File: src/rtl/run_seq_pkg.sv
// run_seq_pkg: shared state encoding and default parameters for run_sequencer
package run_seq_pkg;
  typedef enum logic [2:0] {IDLE, RST, REQ, RUN, DRAIN, FIN} run_state_t;
  localparam int RST_CYC_DEF  = 2;
  localparam int MAX_CYC_DEF  = 16'hFFFF;
  localparam int RES_BASE_DEF = 64;
  localparam int RES_LEN_DEF  = 32;
endpackage

File: src/rtl/run_sequencer_result_streamer.sv
// result_streamer: reads RES_LEN bytes from RES_BASE and streams them over valid/ready
//   in : clk, reset, go (drain enabled), clear (new run), mem_rd_data, out_ready
//   out: mem_addr, out_valid, out_data, last_done (final byte accepted), checksum (RUN_SEQ_CHECKSUM_EN)
module result_streamer
  import run_seq_pkg::*;
#(
  parameter int D        = 8,
  parameter int RES_BASE = RES_BASE_DEF,
  parameter int RES_LEN  = RES_LEN_DEF
) (
  input  logic         clk,
  input  logic         reset,
  input  logic         go,
  input  logic         clear,
  input  logic [7:0]   mem_rd_data,
  input  logic         out_ready,
  output logic [D-1:0] mem_addr,
  output logic         out_valid,
  output logic [7:0]   out_data,
`ifdef RUN_SEQ_CHECKSUM_EN
  output logic [7:0]   checksum,
`endif
  output logic         last_done
);
  logic [D:0]   idx_q;
  logic [D-1:0] addr_q;
  logic         valid_q;
  logic [7:0]   data_q;
  logic         more, hs, load;
  assign more      = idx_q < (D+1)'(RES_LEN);
  assign hs        = go && valid_q && out_ready;
  assign load      = go && (!valid_q || out_ready) && more;
  assign last_done = hs && !more;
  assign mem_addr  = addr_q;
  assign out_valid = valid_q;
  assign out_data  = data_q;
  // addr_q always tracks RES_BASE+idx so the combinational read is ready at load time
  always_ff @(posedge clk) begin
    if (reset) begin
      idx_q   <= '0;
      addr_q  <= D'(RES_BASE);
      valid_q <= 1'b0;
      data_q  <= '0;
    end else if (clear) begin
      idx_q  <= '0;
      addr_q <= D'(RES_BASE);
    end else begin
      if (load) begin
        idx_q  <= idx_q + 1'b1;
        addr_q <= addr_q + 1'b1;
        data_q <= mem_rd_data;
      end
      valid_q <= load || (valid_q && !hs);
    end
  end
`ifdef RUN_SEQ_CHECKSUM_EN
  logic [7:0] sum_q;
  assign checksum = sum_q;
  always_ff @(posedge clk) begin
    if (reset || clear) sum_q <= '0;
    else if (hs) sum_q <= sum_q + data_q;
  end
`endif
endmodule

File: src/rtl/run_sequencer.sv
// run_sequencer: resets and starts the core, times its run, then streams the result window
//   in : clk, reset, start, core_done, mem_rd_data, out_ready
//   out: core_reset, core_req, mem_addr, out_valid, out_data, busy, timeout, cycle_count
//   RUN_SEQ_CHECKSUM_EN adds checksum (mod-256 sum of bytes streamed this run)
module run_sequencer
  import run_seq_pkg::*;
#(
  parameter int D        = 8,
  parameter int W        = 16,
  parameter int RST_CYC  = RST_CYC_DEF,
  parameter int MAX_CYC  = MAX_CYC_DEF,
  parameter int RES_BASE = RES_BASE_DEF,
  parameter int RES_LEN  = RES_LEN_DEF
) (
  input  logic         clk,
  input  logic         reset,
  input  logic         start,
  output logic         core_reset,
  output logic         core_req,
  input  logic         core_done,
  output logic [D-1:0] mem_addr,
  input  logic [7:0]   mem_rd_data,
  output logic         out_valid,
  output logic [7:0]   out_data,
  input  logic         out_ready,
`ifdef RUN_SEQ_CHECKSUM_EN
  output logic [7:0]   checksum,
`endif
  output logic         busy,
  output logic         timeout,
  output logic [W-1:0] cycle_count
);
  run_state_t   state_q;
  logic [W-1:0] cnt_q, rst_cnt_q;
  logic         core_reset_q, core_req_q, timeout_q, last_done;
  assign busy        = state_q != IDLE;
  assign core_reset  = core_reset_q;
  assign core_req    = core_req_q;
  assign timeout     = timeout_q;
  assign cycle_count = cnt_q;
  always_ff @(posedge clk) begin
    if (reset) begin
      state_q      <= IDLE;
      core_reset_q <= 1'b1;
      core_req_q   <= 1'b0;
      timeout_q    <= 1'b0;
      cnt_q        <= '0;
      rst_cnt_q    <= '0;
    end else begin
      case (state_q)
        IDLE: if (start) begin
          state_q      <= RST;
          core_reset_q <= 1'b1;
          timeout_q    <= 1'b0;
          cnt_q        <= '0;
          rst_cnt_q    <= '0;
        end else core_reset_q <= 1'b0;
        RST: if (rst_cnt_q == W'(RST_CYC - 1)) begin
          state_q      <= REQ;
          core_reset_q <= 1'b0;
          core_req_q   <= 1'b1;
        end else rst_cnt_q <= rst_cnt_q + 1'b1;
        REQ: begin
          state_q    <= RUN;
          core_req_q <= 1'b0;
        end
        // done is checked first so it wins a tie with the cycle limit
        RUN: if (core_done) state_q <= DRAIN;
        else if (cnt_q == W'(MAX_CYC)) begin
          timeout_q <= 1'b1;
          state_q   <= FIN;
        end else cnt_q <= cnt_q + 1'b1;
        DRAIN: if (last_done) state_q <= FIN;
        FIN: state_q <= IDLE;
        default: state_q <= IDLE;
      endcase
    end
  end
  result_streamer #(.D(D), .RES_BASE(RES_BASE), .RES_LEN(RES_LEN)) u_streamer (
    .clk         (clk),
    .reset       (reset),
    .go          (state_q == DRAIN),
    .clear       (state_q == IDLE && start),
    .mem_rd_data (mem_rd_data),
    .out_ready   (out_ready),
    .mem_addr    (mem_addr),
    .out_valid   (out_valid),
    .out_data    (out_data),
`ifdef RUN_SEQ_CHECKSUM_EN
    .checksum    (checksum),
`endif
    .last_done   (last_done)
  );
endmodule
File: config.mk
export PLATFORM = sky130hd
export DESIGN_NAME = run_sequencer
export DESIGN_NICKNAME = d
export VERILOG_FILES = /design/src/rtl/run_seq_pkg.sv /design/src/rtl/run_sequencer_result_streamer.sv /design/src/rtl/run_sequencer.sv
export SDC_FILE = /design/constraint.sdc
export NUM_CORES = 1
export LEC_CHECK = 0
export CAP_MARGIN = 40
export CELL_PAD_IN_SITES_DETAIL_PLACEMENT = 1
export CELL_PAD_IN_SITES_GLOBAL_PLACEMENT = 2
export CORE_ASPECT_RATIO = 1.4
export CORE_UTILIZATION = 35
export DETAILED_ROUTE_END_ITERATION = 16
export PLACE_DENSITY = 0.93
export SYNTH_ARGS = -nofsm -noshare
export SYNTH_HDL_FRONTEND = slang
export SYNTH_HIERARCHICAL = 1
export SYNTH_SLANG_ARGS = --single-unit
File: constraint.sdc
create_clock -name clk -period 6.6 [get_ports clk]
set_input_delay 1.98 -clock clk [delete_from_list [all_inputs] [get_ports clk]]
set_output_delay 1.98 -clock clk [all_outputs]
set_load 0.05 [all_outputs]
==> results.md, run 1 <==
* Sink Count at 64
* Number of global-route vias before repair at ~3100
* Final Cycle Share at between 60 and 70%
* Max IR drop VDD at about 140 µV
* Final max-slew violation count at 0
* Die area at around 9400 µm²
* Initial antenna violation count at 0
* Mean area per synthesized cell at roughly 8.6 µm²
* Status: finished, final reports clean
* Synthesized flop and latch total at between 60 and 70
* Pwr Density at approximately 250 nW/µm²
* Top cells by instance count after synthesis: dfxtp_1, nor2_1, a21oi_1, nand2_1, o21ai_0
* Postcts setup bufs at 0
* Synth Cell Area at between 3000 and 4000 µm²
* Total track usage at ~20%
* Crit path required time at approximately 4.6 ns
* Setup Viol. Count Final at 0
* WS Path Type: reg -> out
* Fin Setup TNS at 0 ns
* Post_cts resized at 0
* Unrepaired setup endpoints after global routing: false
* Detailed Routing Iterations Pass 1 at 6
* Clock skew at between 0.006 and 0.007 ns
* Arr. time, crit path at between 2 and 2.5 ns
* Max-Cap Viols at 0
* Nets@finish at 431
* Final wirelength at around 8.6 mm
* Post-synthesis sequential area ratio at roughly two fifths
* CTS max path bufs at 2
* Share of post-route cells with drive strength above 1 at slightly below 8%
* Routability congestion estimate at between 0.8 and 0.9
* Via density at about 5.7
* Initial DRC Count at roughly 130
* Clock latency on the worst-skew pair at 0.33 ns
* H-tree depth at 3
* Die Y-Extent at between 100 and 150 µm
* Hold Buf Count CTS at 0
* Placeable Area at about 8700 µm²
* Remaining global-route overflow at 0
* Worst Tran Pin Value at 0.968 ns
* Count leader, synth: dfxtp_1
* Area grow syn2layout at 26.8%
* DRC viols at 0
* Yosys warns at 6
* Leak pwr at about 1.4 nW
* Kind of start point of the critical path: flip-flop
* Share of the synthesized area in the top cell type at roughly 40%
* Detail Placement HPWL at 6.10 mm
* ANT nets after route at 0
* Tmin final at 4.02 ns
* Post-synth ARST share at 0%
* Fillers at approximately 1000
* Vias at roughly 3000
* CTS tree: built
* IO Count at 50
* Port buffer count at just under 50
* Gate count of the mapped netlist at between 300 and 400
* Number of enable flip-flop cells after synthesis at 0
* Initial cell density of the core at 36.5%
* CTS Buf Count at 9
* Clock Pin Slew Worst Setup and Hold Paths at 0.05 ns
* Hold crit path type: reg -> reg
* Final hold violations at 0
* CP cell instances: inv_1, nand2_1, clkdlybuf4s50_1
* Slew HR at around a third
* Routed len/inst at between 15 and 20 µm
* Root buf cell: clkbuf_16
* CP max-delay cell: clkdlybuf4s50_1
* Slowest stage delay, CP at just over 0.8 ns
* Achievable Freq at 249 MHz
* Area contributors post-synth: dfxtp_1, a21oi_1, nor2_1
* Row count at 40
* Crit. End Element: output pin
* CP Max Fanout at 9
* Diode count at 0
* Chip Width at 82.3 µm
* Largest net degree at the start of global routing at 32
* Syn nets at 384
* Top FF cell, synth: dfxtp_1
* First-pass GRT wire length at 14.6 mm
* Synth area leader: dfxtp_1
* Min Hold Slack at 0.490 ns
* Distinct cells, synth at 52
[worst max-delay path, delay by kind of cell (launching register included)]
family / cells / cell delay, ns
buffers and inverters: 2 / 1.02
DFF: 1 / 0.54
and+or+nand+nor: 1 / 0.15
[cells in the final DEF (no fill, tap or decap), types with 3 or more instances in the layout]
master	instances
or4_1	10
o21ai_0	24
nor3_1	11
a31oi_1	5
nand3b_1	3
nand2b_1	3
and4_1	3
mux2i_1	13
clkdlybuf4s50_1	49
o211ai_1	4
and2_1	3
and3_1	3
nand3_1	16
xnor2_1	8
ha_1	5
inv_1	7
o31ai_1	11
nor2_1	36
or3_1	7
clkbuf_16	9
a21oi_1	33
or2_2	3
nand4_1	11
nor4_1	6
nand2_1	32
dfxtp_1	64
[stage by stage]
stage          setup slack [ns]  total power [mW]  std cells  instance area (µm²)  util (%)
2_1_floorplan              3.27             0.483        366                 3160         -
3_3_place_gp               2.57             0.508        506                 3680      42.5
3_5_place_dp               2.53             0.510        507                 3680      42.6
4_1_cts                    2.55              1.03        522                 4010      46.3
5_1_grt                    2.49              1.06        522                 4010      46.3
6_report                   2.58              1.02        522                 4010      46.3
[worst paths after layout]
| kind | from | to | slack (ns) | cells after the start |
|---|---|---|---|---|
| max | state_q[2] | busy | 2.58 | 3 |
| min reg2reg | rst_cnt_q[15] | rst_cnt_q[15] | 0.49 | 2 |
| min | rst_cnt_q[15] | rst_cnt_q[15] | 0.49 | 2 |
| max reg2reg | cycle_count[0] | cycle_count[6] | 4.26 | 6 |
[final cells by class]
cell class | instances | area, µm² | share of cell area, %
Inverter | 9 | 38.8 | 0.968
Multi-Input combinational cell | 278 | 1730 | 43.2
Clock buffer | 12 | 256 | 6.40
Sequential cell | 64 | 1280 | 32.0
Tap cell | 105 | 131 | 3.28
Timing Repair Buffer | 51 | 503 | 12.6
Clock inverter | 3 | 65.1 | 1.62
[power by group]
group	switching [mW]	leakage, nW	internal (mW)
registers	0.00963	0.516	0.393
logic	0.0652	0.751	0.0350
clock network	0.165	0.159	0.348
[flip-flops by register name, summed over array words and instances, names as in the netlist]
| name | flops |
|---|---|
| cycle_count | 16 |
| rst_cnt_q | 16 |
| u_streamer/idx_q | 9 |
| u_streamer/mem_addr | 8 |
| u_streamer/out_data | 8 |
| state_q | 3 |
| core_req | 1 |
| core_reset | 1 |
| timeout | 1 |
| u_streamer/out_valid | 1 |
[layer usage]
layer  wire [µm]  up-vias  global-route usage, %
met4         205        0                   9.36
li1            -     1442                      -
met3         290       19                   4.46
met5           0        -                      0
met2        4570       62                   35.1
met1        3570     1452                   22.2
[kinds of logic after synthesis]
kind of cell             synth area share, %
AO/OA/AOI/OAI                           16.7
XOR/XNOR                                2.77
adder cells (fa/ha/maj)                 1.98
buffers and inverters                   4.67
flip-flops                              40.6
multiplexers                            4.12
AND/OR/NAND/NOR                         29.2
No activity file was read; power rests on OpenSTA's default activity.
==> run 2: changes to the inputs <==
--- a/config.mk
+++ b/config.mk
@@ -9,9 +9,9 @@
 export CELL_PAD_IN_SITES_DETAIL_PLACEMENT = 1
 export CELL_PAD_IN_SITES_GLOBAL_PLACEMENT = 2
 export CORE_ASPECT_RATIO = 1.4
-export CORE_UTILIZATION = 35
+export CORE_UTILIZATION = 32
 export DETAILED_ROUTE_END_ITERATION = 16
-export PLACE_DENSITY = 0.93
+export PLACE_DENSITY = 0.87
 export SYNTH_ARGS = -nofsm -noshare
 export SYNTH_HDL_FRONTEND = slang
 export SYNTH_HIERARCHICAL = 1
==> constraint.sdc (replaced) <==
create_clock -name clk -period 3.8 [get_ports clk]
set_input_delay 1.14 -clock clk [delete_from_list [all_inputs] [get_ports clk]]
set_output_delay 1.14 -clock clk [all_outputs]
set_load 0.05 [all_outputs]
==> run 2 against run 1 <==
Sequential share of layout area is essentially flat; non-clock buffer count grew 1; first-iteration DRC count shrank 4.8%; cell area is essentially flat; utilization shrank 4.2 points; wire length shrank 2.3%; setup slack lost 1.9 ns; register-to-register slack lost 2.8 ns; via count shrank 0.94%.
==> results.md, run 2 (synthesis results as in run 1) <==
* Status: finished, final reports clean
* Port buffer count at 49 (unchanged)
* Post_cts resized at 0 (unchanged)
* Final wirelength at 8.44 mm (-2.3%)
* Setup Viol. Count Final at 0 (unchanged)
* Logic gate share of total power at 10.5% (+0.6 points)
* CP Max Fanout at 9 (unchanged)
* Sw frac at 24.9% (+1.3 points)
* Clock Pin Slew Worst Setup and Hold Paths at 0.05 ns (about the same)
* Hold Buf Count CTS at 0 (unchanged)
* Chip Width at 86.0 µm (+4.5%)
* CP max-delay cell: clkdlybuf4s50_1
* Most frequent cells in the layout: dfxtp_1, clkdlybuf4s50_1, nor2_1, a21oi_1, nand2_1
* Max-Cap Viols at 0 (unchanged)
* Vias at 2947 (-0.94%)
* Detail Placement HPWL at 6.16 mm (+0.99%)
* Largest net degree at the start of global routing at 19 (-41%)
* Final Cycle Share at approximately 83%
* Crit path required time at 2.66 ns (-1.96 ns)
* Clock latency on the worst-skew pair at 0.33 ns (about the same)
* Kind of start point of the critical path: flip-flop
* Clock skew at 0.00453 ns (-0.00225 ns)
* Row count at 42 (+5.0%)
* Die Y-Extent at 120 µm (+4.5%)
* Multi-input gate area at 1730 µm² (unchanged)
* DRC viols at 0 (unchanged)
* Reg area at 1280 µm² (unchanged)
* Die area at 10300 µm² (+9.2%)
* Via density at 5.37 (-5.8%)
* CP cell instances: inv_1, nand2_1, clkdlybuf4s50_1
* Number of global-route vias before repair at 2983 (-5.0%)
* Worst Tran Pin Value at 0.918 ns (-0.0491 ns)
* Routability congestion estimate at 0.758 (-5.6%)
* ANT nets after route at 0 (unchanged)
* Placeable Area at 9510 µm² (+9.9%)
* IO Count at 50 (unchanged)
* Final hold violations at 0 (unchanged)
* Fin Setup TNS at 0 ns (unchanged)
* Clock network fraction of design power at 46.9% (-3.6 points)
* Hold crit path type: reg -> reg
* CTS max path bufs at 2 (unchanged)
* Slew HR at 38.2% (+3.3 points)
* Initial DRC Count at 119 (-4.8%)
* Finished Layout Cells at 549 (+5.2%)
* H-tree depth at 3 (unchanged)
* Int Power at 1.23 mW (+59%)
* Final max-slew violation count at 0 (unchanged)
* Area grow syn2layout at 26.7% (about the same)
* Share of power burned in registers at 42.5% (+2.9 points)
* Arr. time, crit path at 2.01 ns (-0.03 ns)
* Fillers at 1127 (+10%)
* Commonest non-fill, non-tap cell in the layout: dfxtp_1
* Total track usage at 18.2% (-1.8 points)
* Crit. End Element: output pin
* Pwr Density at 410 nW/µm² (+62%)
* Nets@finish at 432 (+0.23%)
* CTS Buf Count at 9 (unchanged)
* Unrepaired setup endpoints after global routing: false
* First-pass GRT wire length at 14.7 mm (+0.76%)
* Remaining global-route overflow at 0 (unchanged)
* Share of post-route cells with drive strength above 1 at 7.67% (-0.24 points)
* Initial cell density of the core at 33.2% (-3.3 points)
* Detailed Routing Iterations Pass 1 at 4 (-2)
* Sw Pwr at 0.409 mW (+71%)
* WS Path Type: reg -> out
* Max IR drop VDD at 240 µV (+74%)
* Achievable Freq at ~320 MHz
* Root buf cell: clkbuf_16
* Dpl cells at 535 (+5.5%)
* Slowest stage delay, CP at 0.81 ns (about the same)
* CTS tree: built
* Diode count at 0 (unchanged)
* Postcts setup bufs at 0 (unchanged)
* Routed len/inst at 15.4 µm (-7.1%)
* Leak pwr at 1.41 nW (-1.3%)
* Sink Count at 64 (unchanged)
* Initial antenna violation count at 0 (unchanged)
* Tmin final at ~3.2 ns
-- run 2: cell type report --
class | count | area share [%]
Clock buffer | 14 | 6.85
Inverter | 9 | 0.969
Multi-Input combinational cell | 278 | 43.2
Sequential cell | 64 | 32.0
Tap cell | 132 | 4.13
Timing Repair Buffer | 52 | 12.8
-- run 2: power by group through the flow --
| stage | Clock, mW | Sequential, mW | Combinational, mW |
|---|---|---|---|
| after floorplan | 0 | 0.717 | 0.121 |
| after global placement | 0 | 0.711 | 0.172 |
| after detailed placement | 0 | 0.711 | 0.175 |
| after CTS | 0.788 | 0.697 | 0.175 |
| after global routing | 0.819 | 0.698 | 0.190 |
| final | 0.770 | 0.697 | 0.173 |
-- run 2: critical path: cells and delay by family (launching register included) --
family,cells,cell delay [ns]
DFF,1,0.52
buffers and inverters,2,1.01
and+or+nand+nor,1,0.15
-- run 2: metal layers --
layer  vias up  track usage, %  part of all wire, %
met1      1443            21.3                   43
met3         9            5.16                  3.7
met2        52            30.7                   51
li1       1443               -                    -
met4         0            7.50                  1.7
met5         -               0                    0
-- run 2: through the flow --
step	util (%)	area [µm²]	hold slack [ns]	power (mW)	setup slack, ns
after CTS	42.1	4000	0.485	1.66	0.602
after floorplan	-	3160	0.449	0.838	1.31
after global routing	42.1	4000	0.510	1.71	0.545
after global placement	39.2	3730	0.466	0.883	0.592
after detailed placement	39.2	3730	0.477	0.885	0.525
final	42.1	4000	0.481	1.64	0.647
-- run 2: path summary, 6_finish.rpt --
kind                           from                      to  slack [ns]  cells after the start
min reg2reg  u_streamer/mem_addr[7]  u_streamer/mem_addr[7]        0.48                      2
max                      state_q[2]                    busy        0.65                      3
min          u_streamer/mem_addr[7]  u_streamer/mem_addr[7]        0.48                      2
max reg2reg          cycle_count[0]         cycle_count[14]        1.45                      6
==> run 3: changes to the inputs <==
==> constraint.sdc (replaced) <==
create_clock -name clk -period 3 [get_ports clk]
set_input_delay 0.9 -clock clk [delete_from_list [all_inputs] [get_ports clk]]
set_output_delay 0.9 -clock clk [all_outputs]
set_load 0.05 [all_outputs]
==> run 3 against run 2 <==
First-iteration DRC count down 8.4%; critical path type unchanged; global-route usage up 0.10 points; die area unchanged; total power up 36%; combinational power up 31%; register-to-register slack worse by 0.87 ns; utilization up 1.1 points; largest cell class unchanged.
==> results.md, run 3 (synthesis results as in run 1) <==
* Top layer in use: met4
* Clock latency on the worst-skew pair at 0.34 ns (about the same)
* Final hold violations at 0 (unchanged)
* Final WS setup at 0.171 ns (-0.476 ns)
* Nets@finish at 440 (+1.9%)
* Initial DRC Count at 109 (-8.4%)
* Clock skew at 0.00663 ns (+0.00211 ns)
* Routed metal-1 wire length at 3.68 mm (+0.74%)
* DRC viols at 0 (unchanged)
* Tmin final at ~2.8 ns
* Die area at 10300 µm² (unchanged)
* WS Path Type: reg -> out
* Status: finished, final reports clean
* Chip Width at 86.0 µm (unchanged)
* Routability congestion estimate at 0.769 (+1.5%)
* Fin Setup TNS at 0 ns (unchanged)
* Kind of start point of the critical path: flip-flop
* Area grow syn2layout at 30.1%
* Hold crit path type: reg -> reg
* DP Worst Slack at 0.133 ns (-0.392 ns)
* Crit path required time at 2.10 ns (-0.56 ns)
* Worst Tran Pin Value at 0.742 ns (-0.177 ns)
* Placeable Area at 9510 µm² (unchanged)
* Max IR drop VDD at 292 µV (+22%)
* Arr. time, crit path at 1.93 ns (-0.08 ns)
* Die Y-Extent at 120 µm (unchanged)
* Detailed Routing Iterations Pass 1 at 4 (unchanged)
* Hold path start: u_streamer/idx_q[4]
* CTS Buf Count at 9 (unchanged)
* Final Cycle Share at around 94%
* Clock Pin Slew Worst Setup and Hold Paths at 0.06 ns (about the same)
* ANT nets after route at 0 (unchanged)
* CTS tree: built
* Initial cell density of the core at 33.2% (unchanged)
* Final max-slew violation count at 0 (unchanged)
* Routed len/inst at 15.6 µm (+1.6%)
* Met3 Wirelength at 348 µm (+12%)
* H-tree depth at 3 (unchanged)
* Max-Cap Viols at 0 (unchanged)
* Total track usage at 18.3% (+0.10 points)
* Number of global-route vias before repair at 3093 (+3.7%)
* Postcts setup bufs at 0 (unchanged)
* Final wirelength at 8.73 mm (+3.4%)
* Setup Viol. Count Final at 0 (unchanged)
* Vias at 2970 (+0.78%)
* Via density at 5.31 (-1.0%)
* Remaining global-route overflow at 0 (unchanged)
* Achievable Freq at between 300 and 400 MHz
* Unrepaired setup endpoints after global routing: false
* Detail Placement HPWL at 6.32 mm (+2.7%)
* Port buffer count at 49 (unchanged)
* CTS max path bufs at 2 (unchanged)
* Diode count at 0 (unchanged)
* Fillers at 1126 (-0.089%)
* Largest net degree at the start of global routing at 20 (+1)
* Pwr Density at 544 nW/µm² (+33%)
* Crit. End Element: output pin
* Row count at 42 (unchanged)
* CP Max Fanout at 12 (+3)
* Leak pwr at 1.46 nW (+3.6%)
* IO Count at 50 (unchanged)
* Most frequent cells in the layout: dfxtp_1, clkdlybuf4s50_1, nor2_1, a21oi_1, nand2_1
* First-pass GRT wire length at 14.8 mm (+1.0%)
* Initial antenna violation count at 0 (unchanged)
* Commonest non-fill, non-tap cell in the layout: dfxtp_1
* Worst r2r src: cycle_count[0]
* Post_cts resized at 0 (unchanged)
* Worst setup startpoint: state_q[0]
* Sink Count at 64 (unchanged)
* Root buf cell: clkbuf_16
* Met2 WL post-DR at 4.54 mm (+4.8%)
* Hold Buf Count CTS at 0 (unchanged)
* Share of post-route cells with drive strength above 1 at 10.3% (+2.6 points)
* Slew HR at 50.6% (+12 points)
-- run 3: metrics by stage --
stage               util [%]  hold slack, ns  total power, mW  std cells  instance area [µm²]
floorplan                  -           0.449             1.06        366                 3160
global placement        39.8           0.472             1.12        543                 3790
detailed placement      39.8           0.487             1.13        543                 3790
CTS                     43.2           0.493             2.27        559                 4110
global route            43.2           0.513             2.33        559                 4110
finish                  43.2           0.489             2.23        559                 4110
-- run 3: area by class of cell --
| type | instances | area (µm²) | share of cell area, % |
|---|---|---|---|
| clock buffers | 9 | 225 | 5.48 |
| flip-flops and latches | 64 | 1280 | 31.2 |
| repair buffers | 60 | 573 | 13.9 |
| clock inverters | 7 | 96.3 | 2.34 |
| inverters | 9 | 38.8 | 0.944 |
| well taps | 132 | 165 | 4.02 |
| multi-input cells | 278 | 1730 | 42.1 |
-- run 3: where the power goes --
part	internal, mW	leakage [nW]	total [mW]	switching (mW)
sequential	0.863	0.516	0.882	0.0193
combinational	0.0820	0.794	0.227	0.145
clock	0.726	0.148	1.13	0.399
-- run 3: worst paths after layout --
path | depth (start not counted) | end | slack [ns]
max | 3 | busy | 0.17
min | 2 | u_streamer/idx_q[5] | 0.49
max reg2reg | 6 | cycle_count[6] | 0.58
min reg2reg | 2 | u_streamer/idx_q[5] | 0.49
-- run 3: layer usage --
layer | GRT usage (%) | vias up
met3 | 4.20 | 10
met2 | 31.7 | 53
met4 | 8.33 | 0
met5 | 0 | -
li1 | - | 1466
met1 | 21.0 | 1441
-- run 3: worst max-delay path, stage by stage (launching register included) --
cell,delay [ns]
dfxtp_1,0.54
nor2_1,0.12
nand2_1,0.12
clkdlybuf4s50_1,0.81
